File: config.mk
export PLATFORM = sky130hd
export DESIGN_NAME = reorder_buffer_flat
export DESIGN_NICKNAME = d
export VERILOG_FILES = /design/src/rtl/reorder_buffer_pkg.sv /design/src/rtl/reorder_buffer_if.sv /design/src/rtl/rob_ptr.sv /design/src/rtl/reorder_buffer.sv /design/src/flat_wrapper.sv
export SDC_FILE = /design/constraint.sdc
export NUM_CORES = 2
export LEC_CHECK = 0
export CAP_MARGIN = 40
export CORE_ASPECT_RATIO = 0.75
export CORE_MARGIN = 4
export CORE_UTILIZATION = 61
export CTS_CLUSTER_DIAMETER = 200
export DETAILED_ROUTE_END_ITERATION = 16
export PLACE_DENSITY = 0.8
export SYNTH_ARGS = -nofsm -noshare
export SYNTH_HDL_FRONTEND = slang
export SYNTH_SLANG_ARGS = --single-unit
File: constraint.sdc
create_clock -name clk -period 3.6 [get_ports clk]
set_clock_uncertainty 0.2 [all_clocks]
set_input_delay 0.36 -clock clk [delete_from_list [all_inputs] [get_ports clk]]
set_output_delay 0.36 -clock clk [all_outputs]
set_load 0.03 [all_outputs]
File: src/rtl/reorder_buffer_pkg.sv
// Shared types and constants for the reorder buffer: default sizing, exception encoding and the
// per-entry payload record.
package reorder_buffer_pkg;

  localparam int unsigned ROB_ADDR_WIDTH_DEFAULT = 4;
  localparam int unsigned EXC_TYPE_WIDTH = 5;

  typedef logic [EXC_TYPE_WIDTH-1:0] exc_type_t;

  localparam exc_type_t EXC_TYPE_NULL = '0;

  typedef struct packed {
    logic        reg_write_en;
    logic [4:0]  reg_write_addr;
    exc_type_t   exception_type;
    logic        is_delayslot;
    logic [31:0] pc;
    logic [31:0] data;
  } rob_entry_t;

endpackage

File: src/rtl/reorder_buffer_if.sv
// Reorder buffer port bundle: allocation, writeback, commit and operand lookup.
// The master drives requests; the slave is the buffer itself.
interface reorder_buffer_if
  import reorder_buffer_pkg::*;
#(
  parameter int unsigned ROB_ADDR_WIDTH = ROB_ADDR_WIDTH_DEFAULT
);

  logic                      flush;

  logic                      rob_write_en;
  logic                      rob_can_write;
  logic [ROB_ADDR_WIDTH-1:0] rob_write_addr;
  logic                      rob_write_reg_write_en;
  logic [4:0]                rob_write_reg_write_addr;
  exc_type_t                 rob_write_exception_type;
  logic                      rob_write_is_delayslot;
  logic [31:0]               rob_write_pc;

  logic                      wb_en;
  logic [ROB_ADDR_WIDTH-1:0] wb_addr;
  logic [31:0]               wb_data;
  exc_type_t                 wb_exception_type;

  logic                      rob_commit_en;
  logic                      rob_can_commit;
  logic                      rob_commit_reg_write_en;
  logic [4:0]                rob_commit_reg_write_addr;
  logic [31:0]               rob_commit_reg_write_data;
  exc_type_t                 rob_commit_exception_type;
  logic                      rob_commit_is_delayslot;
  logic [31:0]               rob_commit_pc;

  logic [ROB_ADDR_WIDTH-1:0] read_addr;
  logic                      read_done;
  logic [31:0]               read_data;

  modport master (
    output flush,
    output rob_write_en, rob_write_reg_write_en, rob_write_reg_write_addr,
    output rob_write_exception_type, rob_write_is_delayslot, rob_write_pc,
    input  rob_can_write, rob_write_addr,
    output wb_en, wb_addr, wb_data, wb_exception_type,
    output rob_commit_en,
    input  rob_can_commit, rob_commit_reg_write_en, rob_commit_reg_write_addr,
    input  rob_commit_reg_write_data, rob_commit_exception_type, rob_commit_is_delayslot,
    input  rob_commit_pc,
    output read_addr,
    input  read_done, read_data
  );

  modport slave (
    input  flush,
    input  rob_write_en, rob_write_reg_write_en, rob_write_reg_write_addr,
    input  rob_write_exception_type, rob_write_is_delayslot, rob_write_pc,
    output rob_can_write, rob_write_addr,
    input  wb_en, wb_addr, wb_data, wb_exception_type,
    input  rob_commit_en,
    output rob_can_commit, rob_commit_reg_write_en, rob_commit_reg_write_addr,
    output rob_commit_reg_write_data, rob_commit_exception_type, rob_commit_is_delayslot,
    output rob_commit_pc,
    input  read_addr,
    output read_done, read_data
  );

endinterface

File: src/rtl/rob_ptr.sv
// Wrapping reorder-buffer pointer: index bits plus a wrap bit (MSB), with increment enable and
// synchronous clear. Reset is synchronous, active-low.
module rob_ptr #(
  parameter int unsigned ADDR_WIDTH = 4
) (
  input  logic                clk,
  input  logic                rst,
  input  logic                clr,
  input  logic                inc,
  output logic [ADDR_WIDTH:0] ptr
);

  logic [ADDR_WIDTH:0] ptr_q;

  // Natural overflow of the extra bit toggles wrap with no bubble.
  always_ff @(posedge clk) begin
    if (!rst || clr) begin
      ptr_q <= '0;
    end else if (inc) begin
      ptr_q <= ptr_q + 1'b1;
    end
  end

  assign ptr = ptr_q;

endmodule

File: src/rtl/reorder_buffer.sv
// In-order reorder buffer: allocates at the tail, accepts out-of-order result writeback and
// retires done entries from the head. Reset is synchronous, active-low; flush empties the buffer.
module reorder_buffer
  import reorder_buffer_pkg::*;
#(
  parameter int unsigned ROB_ADDR_WIDTH = ROB_ADDR_WIDTH_DEFAULT
) (
  input logic             clk,
  input logic             rst,
  reorder_buffer_if.slave rob
);

  localparam int unsigned Depth = 2 ** ROB_ADDR_WIDTH;

  logic [ROB_ADDR_WIDTH:0]   head;
  logic [ROB_ADDR_WIDTH:0]   tail;
  logic [ROB_ADDR_WIDTH-1:0] head_idx;
  logic [ROB_ADDR_WIDTH-1:0] tail_idx;

  logic [Depth-1:0] valid_q;
  logic [Depth-1:0] done_q;
  rob_entry_t       entry_q [Depth];

  logic empty;
  logic full;
  logic commit_ok;
  logic do_write;
  logic do_commit;
  logic wb_hit;

  assign head_idx = head[ROB_ADDR_WIDTH-1:0];
  assign tail_idx = tail[ROB_ADDR_WIDTH-1:0];

  assign empty     = (head == tail);
  assign full      = (head_idx == tail_idx) && (head[ROB_ADDR_WIDTH] != tail[ROB_ADDR_WIDTH]);
  assign commit_ok = !empty && done_q[head_idx];

  // All handshakes use registered occupancy only; a same-cycle commit never frees a write slot.
  assign do_write  = rob.rob_write_en && !full;
  assign do_commit = rob.rob_commit_en && commit_ok;
  assign wb_hit    = rob.wb_en && valid_q[rob.wb_addr];

  rob_ptr #(
    .ADDR_WIDTH(ROB_ADDR_WIDTH)
  ) u_head_ptr (
    .clk(clk),
    .rst(rst),
    .clr(rob.flush),
    .inc(do_commit),
    .ptr(head)
  );

  rob_ptr #(
    .ADDR_WIDTH(ROB_ADDR_WIDTH)
  ) u_tail_ptr (
    .clk(clk),
    .rst(rst),
    .clr(rob.flush),
    .inc(do_write),
    .ptr(tail)
  );

  // Allocation is applied last so it wins over a writeback to the same index.
  always_ff @(posedge clk) begin
    if (!rst || rob.flush) begin
      valid_q <= '0;
      done_q  <= '0;
    end else begin
      if (wb_hit) begin
        done_q[rob.wb_addr] <= 1'b1;
      end
      if (do_commit) begin
        valid_q[head_idx] <= 1'b0;
      end
      if (do_write) begin
        valid_q[tail_idx] <= 1'b1;
        done_q[tail_idx]  <= (rob.rob_write_exception_type != EXC_TYPE_NULL);
      end
    end
  end

  // Payload carries no reset; it is only observed through valid/done.
  always_ff @(posedge clk) begin
    if (wb_hit) begin
      entry_q[rob.wb_addr].data <= rob.wb_data;
      if (rob.wb_exception_type != EXC_TYPE_NULL) begin
        entry_q[rob.wb_addr].exception_type <= rob.wb_exception_type;
      end
    end
    if (do_write) begin
      entry_q[tail_idx] <= '{
        reg_write_en:   rob.rob_write_reg_write_en,
        reg_write_addr: rob.rob_write_reg_write_addr,
        exception_type: rob.rob_write_exception_type,
        is_delayslot:   rob.rob_write_is_delayslot,
        pc:             rob.rob_write_pc,
        data:           32'h0
      };
    end
  end

  assign rob.rob_can_write  = rst && !full;
  assign rob.rob_write_addr = tail_idx;
  assign rob.rob_can_commit = rst && commit_ok;

  assign rob.rob_commit_reg_write_en   = entry_q[head_idx].reg_write_en;
  assign rob.rob_commit_reg_write_addr = entry_q[head_idx].reg_write_addr;
  assign rob.rob_commit_reg_write_data = entry_q[head_idx].data;
  assign rob.rob_commit_exception_type = entry_q[head_idx].exception_type;
  assign rob.rob_commit_is_delayslot   = entry_q[head_idx].is_delayslot;
  assign rob.rob_commit_pc             = entry_q[head_idx].pc;

  assign rob.read_done = valid_q[rob.read_addr] && done_q[rob.read_addr];
  assign rob.read_data = entry_q[rob.read_addr].data;

endmodule

File: src/flat_wrapper.sv
// flat-port wrapper written by rule: the top's interface ports become plain ports
module reorder_buffer_flat import reorder_buffer_pkg::*;
#(
  parameter int unsigned ROB_ADDR_WIDTH = ROB_ADDR_WIDTH_DEFAULT
)
  (clk, rst, rob_flush, rob_rob_write_en, rob_rob_write_reg_write_en, rob_rob_write_reg_write_addr, rob_rob_write_exception_type, rob_rob_write_is_delayslot, rob_rob_write_pc, rob_rob_can_write, rob_rob_write_addr, rob_wb_en, rob_wb_addr, rob_wb_data, rob_wb_exception_type, rob_rob_commit_en, rob_rob_can_commit, rob_rob_commit_reg_write_en, rob_rob_commit_reg_write_addr, rob_rob_commit_reg_write_data, rob_rob_commit_exception_type, rob_rob_commit_is_delayslot, rob_rob_commit_pc, rob_read_addr, rob_read_done, rob_read_data);
  reorder_buffer_if #(.ROB_ADDR_WIDTH(ROB_ADDR_WIDTH)) rob_i ();
  input logic clk;
  input logic rst;
  input wire logic [$bits(rob_i.flush)-1:0] rob_flush;
  input wire logic [$bits(rob_i.rob_write_en)-1:0] rob_rob_write_en;
  input wire logic [$bits(rob_i.rob_write_reg_write_en)-1:0] rob_rob_write_reg_write_en;
  input wire logic [$bits(rob_i.rob_write_reg_write_addr)-1:0] rob_rob_write_reg_write_addr;
  input wire logic [$bits(rob_i.rob_write_exception_type)-1:0] rob_rob_write_exception_type;
  input wire logic [$bits(rob_i.rob_write_is_delayslot)-1:0] rob_rob_write_is_delayslot;
  input wire logic [$bits(rob_i.rob_write_pc)-1:0] rob_rob_write_pc;
  output wire logic [$bits(rob_i.rob_can_write)-1:0] rob_rob_can_write;
  output wire logic [$bits(rob_i.rob_write_addr)-1:0] rob_rob_write_addr;
  input wire logic [$bits(rob_i.wb_en)-1:0] rob_wb_en;
  input wire logic [$bits(rob_i.wb_addr)-1:0] rob_wb_addr;
  input wire logic [$bits(rob_i.wb_data)-1:0] rob_wb_data;
  input wire logic [$bits(rob_i.wb_exception_type)-1:0] rob_wb_exception_type;
  input wire logic [$bits(rob_i.rob_commit_en)-1:0] rob_rob_commit_en;
  output wire logic [$bits(rob_i.rob_can_commit)-1:0] rob_rob_can_commit;
  output wire logic [$bits(rob_i.rob_commit_reg_write_en)-1:0] rob_rob_commit_reg_write_en;
  output wire logic [$bits(rob_i.rob_commit_reg_write_addr)-1:0] rob_rob_commit_reg_write_addr;
  output wire logic [$bits(rob_i.rob_commit_reg_write_data)-1:0] rob_rob_commit_reg_write_data;
  output wire logic [$bits(rob_i.rob_commit_exception_type)-1:0] rob_rob_commit_exception_type;
  output wire logic [$bits(rob_i.rob_commit_is_delayslot)-1:0] rob_rob_commit_is_delayslot;
  output wire logic [$bits(rob_i.rob_commit_pc)-1:0] rob_rob_commit_pc;
  input wire logic [$bits(rob_i.read_addr)-1:0] rob_read_addr;
  output wire logic [$bits(rob_i.read_done)-1:0] rob_read_done;
  output wire logic [$bits(rob_i.read_data)-1:0] rob_read_data;
  assign rob_i.flush = rob_flush;
  assign rob_i.rob_write_en = rob_rob_write_en;
  assign rob_i.rob_write_reg_write_en = rob_rob_write_reg_write_en;
  assign rob_i.rob_write_reg_write_addr = rob_rob_write_reg_write_addr;
  assign rob_i.rob_write_exception_type = rob_rob_write_exception_type;
  assign rob_i.rob_write_is_delayslot = rob_rob_write_is_delayslot;
  assign rob_i.rob_write_pc = rob_rob_write_pc;
  assign rob_rob_can_write = rob_i.rob_can_write;
  assign rob_rob_write_addr = rob_i.rob_write_addr;
  assign rob_i.wb_en = rob_wb_en;
  assign rob_i.wb_addr = rob_wb_addr;
  assign rob_i.wb_data = rob_wb_data;
  assign rob_i.wb_exception_type = rob_wb_exception_type;
  assign rob_i.rob_commit_en = rob_rob_commit_en;
  assign rob_rob_can_commit = rob_i.rob_can_commit;
  assign rob_rob_commit_reg_write_en = rob_i.rob_commit_reg_write_en;
  assign rob_rob_commit_reg_write_addr = rob_i.rob_commit_reg_write_addr;
  assign rob_rob_commit_reg_write_data = rob_i.rob_commit_reg_write_data;
  assign rob_rob_commit_exception_type = rob_i.rob_commit_exception_type;
  assign rob_rob_commit_is_delayslot = rob_i.rob_commit_is_delayslot;
  assign rob_rob_commit_pc = rob_i.rob_commit_pc;
  assign rob_i.read_addr = rob_read_addr;
  assign rob_read_done = rob_i.read_done;
  assign rob_read_data = rob_i.read_data;
  reorder_buffer #(.ROB_ADDR_WIDTH(ROB_ADDR_WIDTH)) u_core (.clk(clk), .rst(rst), .rob(rob_i));
endmodule
==> results.cfg <==
[run_status]
status = completed

[setup_path]
max_stage_delay_ns = 0.62
worstPathArrival_ns = 3.03
cp_max_fo = 57
slowest_stage = mux4_2
path_cells = buf_12, buf_16, mux4_2, mux4_2, buf_4
crit_path_start_kind = flop
timing.critical_path.mode_cell = mux4_2
crit_required_ns = 3.04
end_kind = primary output
worstSetupPathType = reg -> out

[power_and_ir_drop]
p_leak_nw = 20.6
switchingPower_mw = 6.45
power.internal_mw = 23.0
clockPowerShare_pct = 44.1
swShare_pct = 21.9
power_density_mw_per_mm2 = 459
peakVddDrop_mv = 0.487
p_comb_share_pct = 3.8
seq_power_share_pct = 52.1

[cts]
clk_path_buf_depth = 3
cts_tree = done
root_buffer = clkbuf_16
path_clk_slew_ns = 0.07
ctsHoldBuffers = 0
cts_buffers = 116
clock-sinks = 1262
htreeDepth = 3
insertion_delay_ns = 0.73

[floorplanning]
io_pins = 210
coreArea_mm2 = 0.0900
die_area_mm2 = 0.0961
start_util_pct = 61.8
die_x_um = 357
rows = 95
die_h_um = 269

[global_route]
grt_pass1_wl_mm = 261
grt_pass1_vias = 39200
grt_max_degree = 58
overflow = 0
grtUsageTotal_pct = 37.0
antenna_found_initial = 19

[synth]
synth_cell_types = 58
synth.area.top_cells = edfxtp_1 38%, mux4_2 22%, dfxtp_1 20%, nand2_1 7.3%, a21oi_1 4.8%
synthCells = 4102
synth-simple-area-share_pct = 8.32
ys_ff_latch = 1262
synth-async-reset-ratio_pct = 0
synth_top_family_by_area = multiplexers
synthXorXnorAreaFrac_pct = 0.142
synth_top_area_share_pct = 38.0
synth_compound_area_share_pct = 5.73
ys_seq_area_share_pct = 58.1
yosysTopAreaCell = edfxtp_1
synthFlopType = edfxtp_1
syn_avg_cell_area_um2 = 13.6
yosysWarningCount = 0
synth-adder-area-share_pct = 0.180
synthesis.nets = 4205
syn_area_mm2 = 0.0556
synth_edf_count = 704
synthMuxAreaShare_pct = 23.9

[place]
portBuffers = 209
dp_hpwl_mm = 100
gp_congestion = 0.955
placed_cells = 5324

[final_layout]
multi_input_area_mm2 = 0.0214
layout-drive-gt1-share_pct = 26.7
nNetsFinal = 4358
fillers = 5466
final_util_pct = 71.2
final_cells = 5580
area_delta_synth_final_pct = 15.2
regArea_mm2 = 0.0323

[detailed_routing]
drtIter0Drc = 7580
wl_per_cell_um = 32.1
num_vias = 39800
viasPerCell = 7.13
dr.pass1.iters = 9
ant_nets = 0
drc = 0
drt-total-wl_mm = 179

[timing]
clock.fmax_mhz = 279
fin_crit_ns = 3.59
tightest_slew_ns = 1.04
slew_violations = 0
finalCritPeriodShare_pct = 99.7
maxSlewHeadroom_pct = 30.2
finalSetupViolCount = 0
hold_viol = 0

[flow_run]
drv_cap = 0

[hold_path]
worstHoldPathType = reg -> reg
## per-layer routing
layer | vias up | part of all wire (%) | global-route usage [%]
met1 | 19500 | 34 | 49.8
met3 | 794 | 16 | 13.3
met5 | - | 0.041 | 0
li1 | 15600 | - | -
met2 | 3851 | 45 | 54.3
met4 | 8 | 5.7 | 17.0
## layout by cell type, fill, tap and decap left out, types with 21 or more instances in the layout
cell | netlist | layout
clkinv_2 | 0 | 24
edfxtp_1 | 704 | 704
clkdlybuf4s50_1 | 0 | 107
a21oi_1 | 530 | 530
buf_12 | 1 | 71
mux2_2 | 69 | 69
clkbuf_1 | 142 | 21
buf_4 | 48 | 178
dfxtp_1 | 558 | 553
clkbuf_16 | 0 | 121
o21ai_0 | 53 | 53
mux4_2 | 548 | 548
nand2_1 | 1075 | 1059
## state kept, by name, indices dropped and copies added, names as in the netlist, named ones only
name / cells
u_core.entry_q: 1216
u_core.done_q: 16
u_core.valid_q: 16
u_core.u_head_ptr.ptr: 5
u_core.u_tail_ptr.ptr: 5
## worst paths after layout
check | from | end | slack [ns] | cells past startpoint
setup / recovery | flop | rob_rob_commit_reg_write_data[30] | 0.009 | 5
hold / removal | u_core.entry_q[1][2] | u_core.entry_q[1][2] | 0.26 | 2
setup reg to reg | u_core.u_head_ptr.ptr[3] | u_core.done_q[13] | 0.37 | 7
hold reg to reg | u_core.entry_q[1][2] | u_core.entry_q[1][2] | 0.26 | 2
## synth_stat cells, types with 3 or more instances
master and count:
nand2b_1 5, buf_1 43, a31oi_1 3, dfxtp_1 558
nand4_1 5, nand3_2 9, or2_2 4, nor2b_1 4
mux2_1 11, o41ai_1 12, nand2_1 1075, nor2_2 4
buf_2 128, inv_1 11, clkbuf_1 142, xnor2_1 7
nor2_1 29, o211ai_1 5, mux4_2 548, inv_2 11
mux2_2 69, buf_4 48, a21oi_1 530, edfxtp_1 704
ha_1 8, or4_1 3, nand3_1 15, nor3_1 4
a211oi_1 4, o21ai_0 53, buf_6 16
## cell families after synthesis
group,count (synthesis)
AO/OA/AOI/OAI,616
XOR/XNOR,9
adder cells (fa/ha/maj),8
buffers and inverters,402
flip-flops,1262
multiplexers,631
AND/OR/NAND/NOR,1174
## critical path, delay by kind of cell, from the launching register on
family,cells,cell delay [ns]
multiplexers,2,1.20
buffers and inverters,3,0.69
flip-flops,1,0.41
## per-stage QoR
stage          setup slack, ns  power (mW)  cell area (µm²)  setup TNS (ns)  hold slack [ns]
6_report               0.00947        29.4            64100               0            0.265
5_1_grt               -0.00272        30.1            64000        -0.00272            0.284
4_1_cts                -0.0246        29.4            64000         -0.0501            0.256
3_5_place_dp             0.234        16.7            59600               0            0.256
3_3_place_gp             0.218        16.7            59500               0            0.248
2_1_floorplan            0.944        16.2            55600               0            0.240
## final cells by class
| class | count | share of cell area, % |
|---|---|---|
| flip-flops and latches | 1262 | 50.5 |
| multi-input cells | 2438 | 33.5 |
| repair buffers | 414 | 7.25 |
| clock buffers | 154 | 5.11 |
| well taps | 1212 | 2.37 |
| clock inverters | 61 | 1.08 |
| inverters | 23 | 0.201 |
| diodes | 16 | 0.0625 |
## repair_timing
action	CTS	global route
setup buffers	13	5
endpoints found under the setup margin	66	27
resized for setup	76	27
cloned	6	0
## power groups by stage
stage                     combinational, mW  clock, mW  sequential [mW]
after floorplan                       0.593          0             15.6
after global placement                 1.05          0             15.6
after detailed placement               1.08          0             15.6
after CTS                              1.10       13.0             15.3
after global routing                   1.16       13.6             15.3
final                                  1.12       13.0             15.3
No activity file was read; power rests on OpenSTA's default activity.
